[src/rtl/mem_access_unit_pkg.sv]
// Shared lc3b types for the memory-access stage: control-word fields and FSM state.
package lc3b_types;

    typedef logic [15:0] lc3b_word;

    typedef struct packed {
        logic mem_read;
        logic mem_write;
        logic mem_indirect;
        logic mem_byte;
    } lc3b_control_word;

    typedef enum logic [1:0] {
        IDLE,
        ACC1,
        ACC2,
        DONE
    } lc3b_mem_state_t;

    function automatic lc3b_word sext8(input logic [7:0] b);
        return {{8{b[7]}}, b};
    endfunction

endpackage

[src/rtl/mem_access_unit_align.sv]
// Byte-lane handling: load lane select with sign extension, store replication, write enables.
module mem_byte_align
    import lc3b_types::*;
(
    input  logic       byte_mode,
    input  logic       byte_sel,
    input  logic       is_write,
    input  lc3b_word   rdata,
    input  lc3b_word   store_data,
    output lc3b_word   load_data,
    output lc3b_word   wdata,
    output logic [1:0] byte_enable
);

    always_comb begin
        load_data   = rdata;
        wdata       = store_data;
        byte_enable = 2'b11;
        if (byte_mode) begin
            load_data = byte_sel ? sext8(rdata[15:8]) : sext8(rdata[7:0]);
            if (is_write) begin
                wdata       = {store_data[7:0], store_data[7:0]};
                byte_enable = byte_sel ? 2'b10 : 2'b01;
            end
        end
    end

endmodule

[src/rtl/mem_access_unit.sv]
// lc3b MEM-stage access unit: one access for LDR/STR/LDB/STB, two for LDI/STI, stalling until done.
module mem_access_unit
    import lc3b_types::*;
(
    input  logic             clk,
    input  logic             reset_n,
    input  lc3b_control_word control_word,
    input  logic [15:0]      alu,
    input  logic [15:0]      mem_data,
    input  logic             byte_sel,
    input  logic             advance,
    input  logic [15:0]      dmem_rdata,
    input  logic             dmem_resp,
    output logic [15:0]      dmem_address,
    output logic             dmem_read,
    output logic             dmem_write,
    output logic [15:0]      dmem_wdata,
    output logic [1:0]       dmem_byte_enable,
    output logic             stall,
    output logic [15:0]      mem_result
);

    lc3b_mem_state_t state_q, state_d;
    lc3b_word        pointer_q, pointer_d;
    lc3b_word        result_q, result_d;
    lc3b_word        load_data;
    logic            mem_op;
    logic            byte_mode;

    assign mem_op     = control_word.mem_read | control_word.mem_write;
    assign byte_mode  = (state_q == ACC1) && control_word.mem_byte && !control_word.mem_indirect;
    assign mem_result = result_q;

    mem_byte_align u_align (
        .byte_mode   (byte_mode),
        .byte_sel    (byte_sel),
        .is_write    (control_word.mem_write),
        .rdata       (dmem_rdata),
        .store_data  (mem_data),
        .load_data   (load_data),
        .wdata       (dmem_wdata),
        .byte_enable (dmem_byte_enable)
    );

    always_comb begin
        state_d      = state_q;
        pointer_d    = pointer_q;
        result_d     = result_q;
        dmem_address = alu;
        dmem_read    = 1'b0;
        dmem_write   = 1'b0;
        stall        = 1'b0;
        unique case (state_q)
            IDLE: begin
                stall = mem_op;
                if (mem_op) state_d = ACC1;
            end
            ACC1: begin
                stall = 1'b1;
                if (control_word.mem_indirect) begin
                    dmem_read    = 1'b1;
                    dmem_address = {alu[15:1], 1'b0};
                    if (dmem_resp) begin
                        pointer_d = dmem_rdata;
                        state_d   = ACC2;
                    end
                end else begin
                    dmem_read    = control_word.mem_read;
                    dmem_write   = control_word.mem_write;
                    dmem_address = control_word.mem_byte ? alu : {alu[15:1], 1'b0};
                    if (dmem_resp) begin
                        if (control_word.mem_read) result_d = load_data;
                        state_d = DONE;
                    end
                end
            end
            ACC2: begin
                stall        = 1'b1;
                dmem_read    = control_word.mem_read;
                dmem_write   = control_word.mem_write;
                dmem_address = {pointer_q[15:1], 1'b0};
                if (dmem_resp) begin
                    if (control_word.mem_read) result_d = load_data;
                    state_d = DONE;
                end
            end
            DONE: begin
                // Hold here until the MEM register moves on so a held store is not replayed.
                if (advance) state_d = IDLE;
            end
            default: state_d = IDLE;
        endcase
    end

    always_ff @(posedge clk or negedge reset_n) begin
        if (!reset_n) begin
            state_q   <= IDLE;
            pointer_q <= '0;
            result_q  <= '0;
        end else begin
            state_q   <= state_d;
            pointer_q <= pointer_d;
            result_q  <= result_d;
        end
    end

endmodule

[config.mk]
export PLATFORM = sky130hd
export DESIGN_NAME = mem_access_unit
export DESIGN_NICKNAME = d
export VERILOG_FILES = /design/src/rtl/mem_access_unit_pkg.sv /design/src/rtl/mem_access_unit_align.sv /design/src/rtl/mem_access_unit.sv
export SDC_FILE = /design/constraint.sdc
export NUM_CORES = 1
export LEC_CHECK = 0
export BUFFER_PORTS_ARGS = -buffer_cell sky130_fd_sc_hd__buf_4
export CORE_MARGIN = 5
export CORE_UTILIZATION = 50
export CTS_BUF_LIST = sky130_fd_sc_hd__clkbuf_8
export DETAILED_ROUTE_END_ITERATION = 10
export PLACE_DENSITY = 0.88
export SETUP_SLACK_MARGIN = 0.1
export SYNTH_ARGS = -nofsm -noshare
export SYNTH_HDL_FRONTEND = slang
export SYNTH_HIERARCHICAL = 1
export SYNTH_SLANG_ARGS = --single-unit
[constraint.sdc]
create_clock -name clk -period 4.5 [get_ports clk]
set_input_delay 0.225 -clock clk [delete_from_list [all_inputs] [get_ports clk]]
set_output_delay 0.225 -clock clk [all_outputs]
set_load 0.05 [all_outputs]
Word-level counts from Yosys, hierarchy flattened
Index checks and enable logic that the tools add are counted.

cells by class
  equality and inequality tests = 7
  muxes and demuxes = 25
  bitwise gates (word level) = 1
  reduce and logical (&&, ||, !) cells = 9

operators with widths
  operator            count
  $mux 16             7
  $pmux 16 s2         2
  $mux 2              8
  $pmux 2 s4          1
  $ne 2x2->1 const B  3
  $pmux 1 s2          3
  $reduce_and 3->1    2
  $eq 2x2->1 const B  2
  $mux 1              4
  $ne 3x3->1 const B  1
  $eq 2x1->1 const B  1
  $logic_and 1x1->1   2
  $logic_not 2->1     1
  $reduce_and 2->1    1
  $reduce_bool 2->1   1
  $reduce_or 2->1     1
  $logic_not 1->1     1
  $or 1x1->1          1

word-level totals
  flip-flop bits (word level) = 34
  input port bits = 57

Depth between registers and ports, before layout
  depth after elaboration = 8
  depth in mapped cells = 10

Cells and area by module
The synthesis kept the hierarchy.

modules (own cells, without submodules)
  module           times used  cells an instance  area an instance (um^2)  sequential area each (um^2)
  mem_access_unit  1           118                1655.3                   825.8
  mem_byte_align   1           47                 365.4                    0.0

Worst setup path before layout
Ideal clock, no wire load.

  path type = register -> register
  start point = reg state_q[1]
  end point = reg result_q[6] (netlist: mem_result[6])
  library setup time = 125 ps
  data arrival time = 1973 ps
  required time = 4375 ps
  setup slack = 2402 ps
  cell stages (with the launch flop) = 10
  period minus slack after synthesis = 2098 ps
  cells stage by stage = dfrtp_1 inv_1 ha_1 buf_6 nor2b_1 and2_1 buf_4 nand2_2 mux2_2 mux2_4

on the way
  longest elaborated chain between the ends = 8
  elaborated cells on any way between the ends = 12
  classes of those cells = eq/ne: 3; mux: 5; reduce/logical: 4

ends and longest elaborated chain
  what                                 RTL line                                      RTL
  from (decl)                          mem_access_unit.sv:23                         lc3b_mem_state_t state_q, state_d;
  from (signal assigned)               mem_access_unit.sv:101                        state_q <= state_d;
  $eq 2x1->1 (*)                       mem_access_unit.sv:31                         assign byte_mode = (state_q == ACC1) && control_word.mem_byte && !control_word.mem_indirect;
  $logic_and 1x1->1 (*) (2 in series)  mem_access_unit.sv:31
  via byte_mode                        mem_access_unit.sv:28                         logic byte_mode;
  $mux 16 (*)                          mem_access_unit_align.sv:19                   if (byte_mode) begin
  via load_data[6]                     mem_access_unit.sv:26                         lc3b_word load_data;
  $mux 16 (*)                          mem_access_unit.sv:72, mem_access_unit.sv:83
  $mux 16 (*)                          mem_access_unit.sv:71                         if (dmem_resp) begin
  $mux 16                              mem_access_unit.sv:60                         if (control_word.mem_indirect) begin
  $pmux 16 s2 (*)                      mem_access_unit.sv:53                         unique case (state_q)
  to (signal assigned)                 mem_access_unit.sv:103                        result_q <= result_d;
  to (decl)                            mem_access_unit.sv:25                         lc3b_word result_q, result_d;

The timed path passes the listed nets; every way through them passes the cells marked *. The select of a mux whose other input is x is not followed.
A chain may end at the register's enable or synchronous reset.

Worst setup path in the final report
  start point = reg state_q[1]
  end point = out dmem_wdata[9]

on the way
  longest elaborated chain between the ends = 4

ends and longest elaborated chain
  what                             RTL line                     RTL
  $eq 2x1->1                       mem_access_unit.sv:31
  $logic_and 1x1->1 (2 in series)  mem_access_unit.sv:31
  via byte_mode                    mem_access_unit.sv:28
  $mux 16                          mem_access_unit_align.sv:19
  to (decl)                        mem_access_unit.sv:17        output logic [15:0] dmem_wdata,

The timed path passes the listed nets, and every way through them passes these cells.

==> impl_metrics.ini <==
[floorplanning]
io_pins = 110
rows = 23
die_area_um2 = 5410
die-height_um = 73.6
coreArea_um2 = 3970
start_util_pct = 50.9
die_x_um = 73.6

[global_routing]
grt_usage_pct = 21.3
grt_use_met3_pct = 5.88
top_usage_layer = met2
antenna_found_initial = 0
grt_pass1_wl_mm = 8.71
use_met1_pct = 22.2
overflow = 0
grt_pass1_vias = 1798
grtUsageMet2_pct = 41.4
grt_max_degree = 34

[critical_path]
max_stage_delay_ps = 580
cp_cell_sequence = inv_1 > ha_1 > nor2b_1 > and2_1 > nand2_2 > mux2_2 > buf_4
start_kind = flop
r2r_end = mem_result[3]
path_buf_inv = 2
worstSetupPathType = reg -> out
end_kind = primary output
crit_path_max_fanout = 19
cp_slowest_cell = and2_1
rr_startpoint = state_q[1]
crit_family = simple AND/OR/NAND/NOR gates
cp.required_ps = 4280
r2r_slack_ps = 1670
arrival_ps = 2920
r2r_cells = 7

[final_layout]
instances_no_fill = 317
multi_input_area_um2 = 1060
drive_gt1_share_pct = 63.7
layout_common_cells = buf_4 (109), mux2_2 (38), dfrtp_1 (33)
fill_cells = 310
area_growth_pct = 42.3
antenna_cells = 0
regArea_um2 = 826
nNetsFinal = 329
final_util_pct = 72.4
layout_commonest_cell = buf_4

[power]
seq_power_share_pct = 23.9
internal_power_mw = 1.11
ir_drop_v = 0.000424
power_mw = 2.28
p_switching_mw = 1.18
pwr-share-comb_pct = 67.0
power_frac_clock_pct = 9.1
leakage_nw = 1.45
switching_share_pct = 51.5
p_per_area_nw_per_um2 = 793

[timing]
holdWs_ps = 186
relSlewSlack_pct = 52.9
tightest_slew_ps = 706
setup_viol = 0
tns_ps = 0
fin_crit_sh_pct = 70.0
slew_violations = 0
rsz0062_at_grt = no
hold_viol_final = 0
period_needed_ps = 3150
clock_skew_ps = 6.14
clock.fmax_ghz = 0.318

[logic_synthesis]
synth_nets = 228
yosysSeqAreaShare_pct = 40.9
syn_inst = 165
synth_area_per_cell_um2 = 12.2
ys_seq_elements = 33
ys_warn_count = 6
syn_area_um2 = 2020
ys_types = 32

[min_path]
hold_end = pointer_q[2]
hold_depth = 2
hp-class = in -> reg
hold_path_startpoint = dmem_rdata[2]

[clocking]
clk_path_buf_depth = 2
cts_tree = yes
clk_latency_ps = 280
clk_pin_slew_ps = 70
clock_sinks = 33
cts_made_buffers = 5
htreeDepth = 2
cts-root-buf = clkbuf_8

[flow_run]
drv_cap = 0

[route]
routed_wl_mm = 5.81
wl_per_cell_um = 18.3
drtAntennaViolNets = 0
drt_iter0_markers = 63
firstDrtPassIters = 4
drc = 0
num_vias = 1702
vias_per_cell = 5.37

[status]
status = finished, final reports clean

[placement]
dp_hpwl_mm = 4.55
port_buffers = 109
dpl.cell_count = 308
place.gp.congestion = 0.871
[timing repair]
item / in CTS / in global routing
hold buffers: 1 / 0
endpoints found under the hold margin: 33 / 0
gates resized for setup: 0 / 0
setup buffers: 0 / 0
[synthesized netlist by cell type]
| cell | number | area [um^2] |
|---|---|---|
| mux2_2 | 38 | 428 |
| dfrtp_1 | 33 | 826 |
| a22o_1 | 15 | 131 |
| mux2_4 | 10 | 150 |
| nor2_1 | 10 | 37.5 |
| a21oi_1 | 9 | 45.0 |
| buf_4 | 9 | 67.6 |
| ha_1 | 6 | 75.1 |
| buf_6 | 3 | 33.8 |
| inv_1 | 3 | 11.3 |
| and2_1 | 2 | 12.5 |
| buf_2 | 2 | 10.0 |
| clkbuf_1 | 2 | 7.51 |
| nand2_2 | 2 | 12.5 |
| nand2b_1 | 2 | 12.5 |
| nor2b_1 | 2 | 12.5 |
| o21ai_0 | 2 | 10.0 |
| a211oi_1 | 1 | 7.51 |
| a2bb2oi_1 | 1 | 8.76 |
| and3b_1 | 1 | 8.76 |
| mux2i_1 | 1 | 10.0 |
| nand2_4 | 1 | 11.3 |
| nand3_1 | 1 | 5.00 |
| nand3_2 | 1 | 10.0 |
| nor3_1 | 1 | 5.00 |
| nor4_1 | 1 | 6.26 |
| o2111ai_4 | 1 | 26.3 |
| o211a_1 | 1 | 10.0 |
| o21a_1 | 1 | 7.51 |
| o22ai_1 | 1 | 6.26 |
| o2bb2ai_1 | 1 | 8.76 |
| or2_2 | 1 | 6.26 |
[worst max-delay path by stage]
| stage | start | end | slack, ps | depth (start not counted) |
|---|---|---|---|---|
| after global routing | state_q[1] | dmem_byte_enable[1] | 1140 | 7 |
| after detailed placement | state_q[1] | dmem_wdata[9] | 1700 | 7 |
| after floorplan | state_q[1] | mem_result[6] | 2400 | 9 |
| after global placement | state_q[1] | dmem_byte_enable[1] | 1820 | 7 |
| final | state_q[1] | dmem_wdata[9] | 1350 | 7 |
| after CTS | state_q[1] | dmem_wdata[9] | 1380 | 7 |
[layout make-up]
class	instances	area share, %
Multi-Input combinational cell	113	37.0
Timing Repair Buffer	110	28.8
Sequential cell	33	28.7
Clock buffer	5	2.39
Tap cell	50	2.18
Clock inverter	3	0.479
Inverter	3	0.392
[sequential cells by signal, summed over array words and instances (netlist names)]
name        count
mem_result     16
state_q         2
pointer_q      15
[metrics by stage]
stage | setup slack, ps | instance area, um^2
floorplan | 2400 | 2020
finish | 1350 | 2880
global route | 1140 | 2880
CTS | 1380 | 2880
detailed placement | 1700 | 2780
global placement | 1820 | 2780
[power groups by stage]
stage               clock, mW  sequential, mW  combinational (mW)
floorplan                   0           0.782               0.887
global placement            0           0.541                1.52
detailed placement          0           0.547                1.54
CTS                     0.214           0.545                1.54
global route            0.230           0.564                1.60
finish                  0.208           0.544                1.53
[routing by layer]
metal	wire (um)	vias up
li1	-	799
met3	632	5
met2	2980	87
met5	0	-
met4	57	0
met1	2140	811
[logic make-up after synthesis]
group | share of synthesized area [%]
DFF | 40.9
muxes | 29.1
adders and majority gates | 3.72
buffers and inverters | 6.44
AOI/OAI and AO/OA | 12.9
and+or+nand+nor | 6.93
Power figures use the tool's default switching activity.
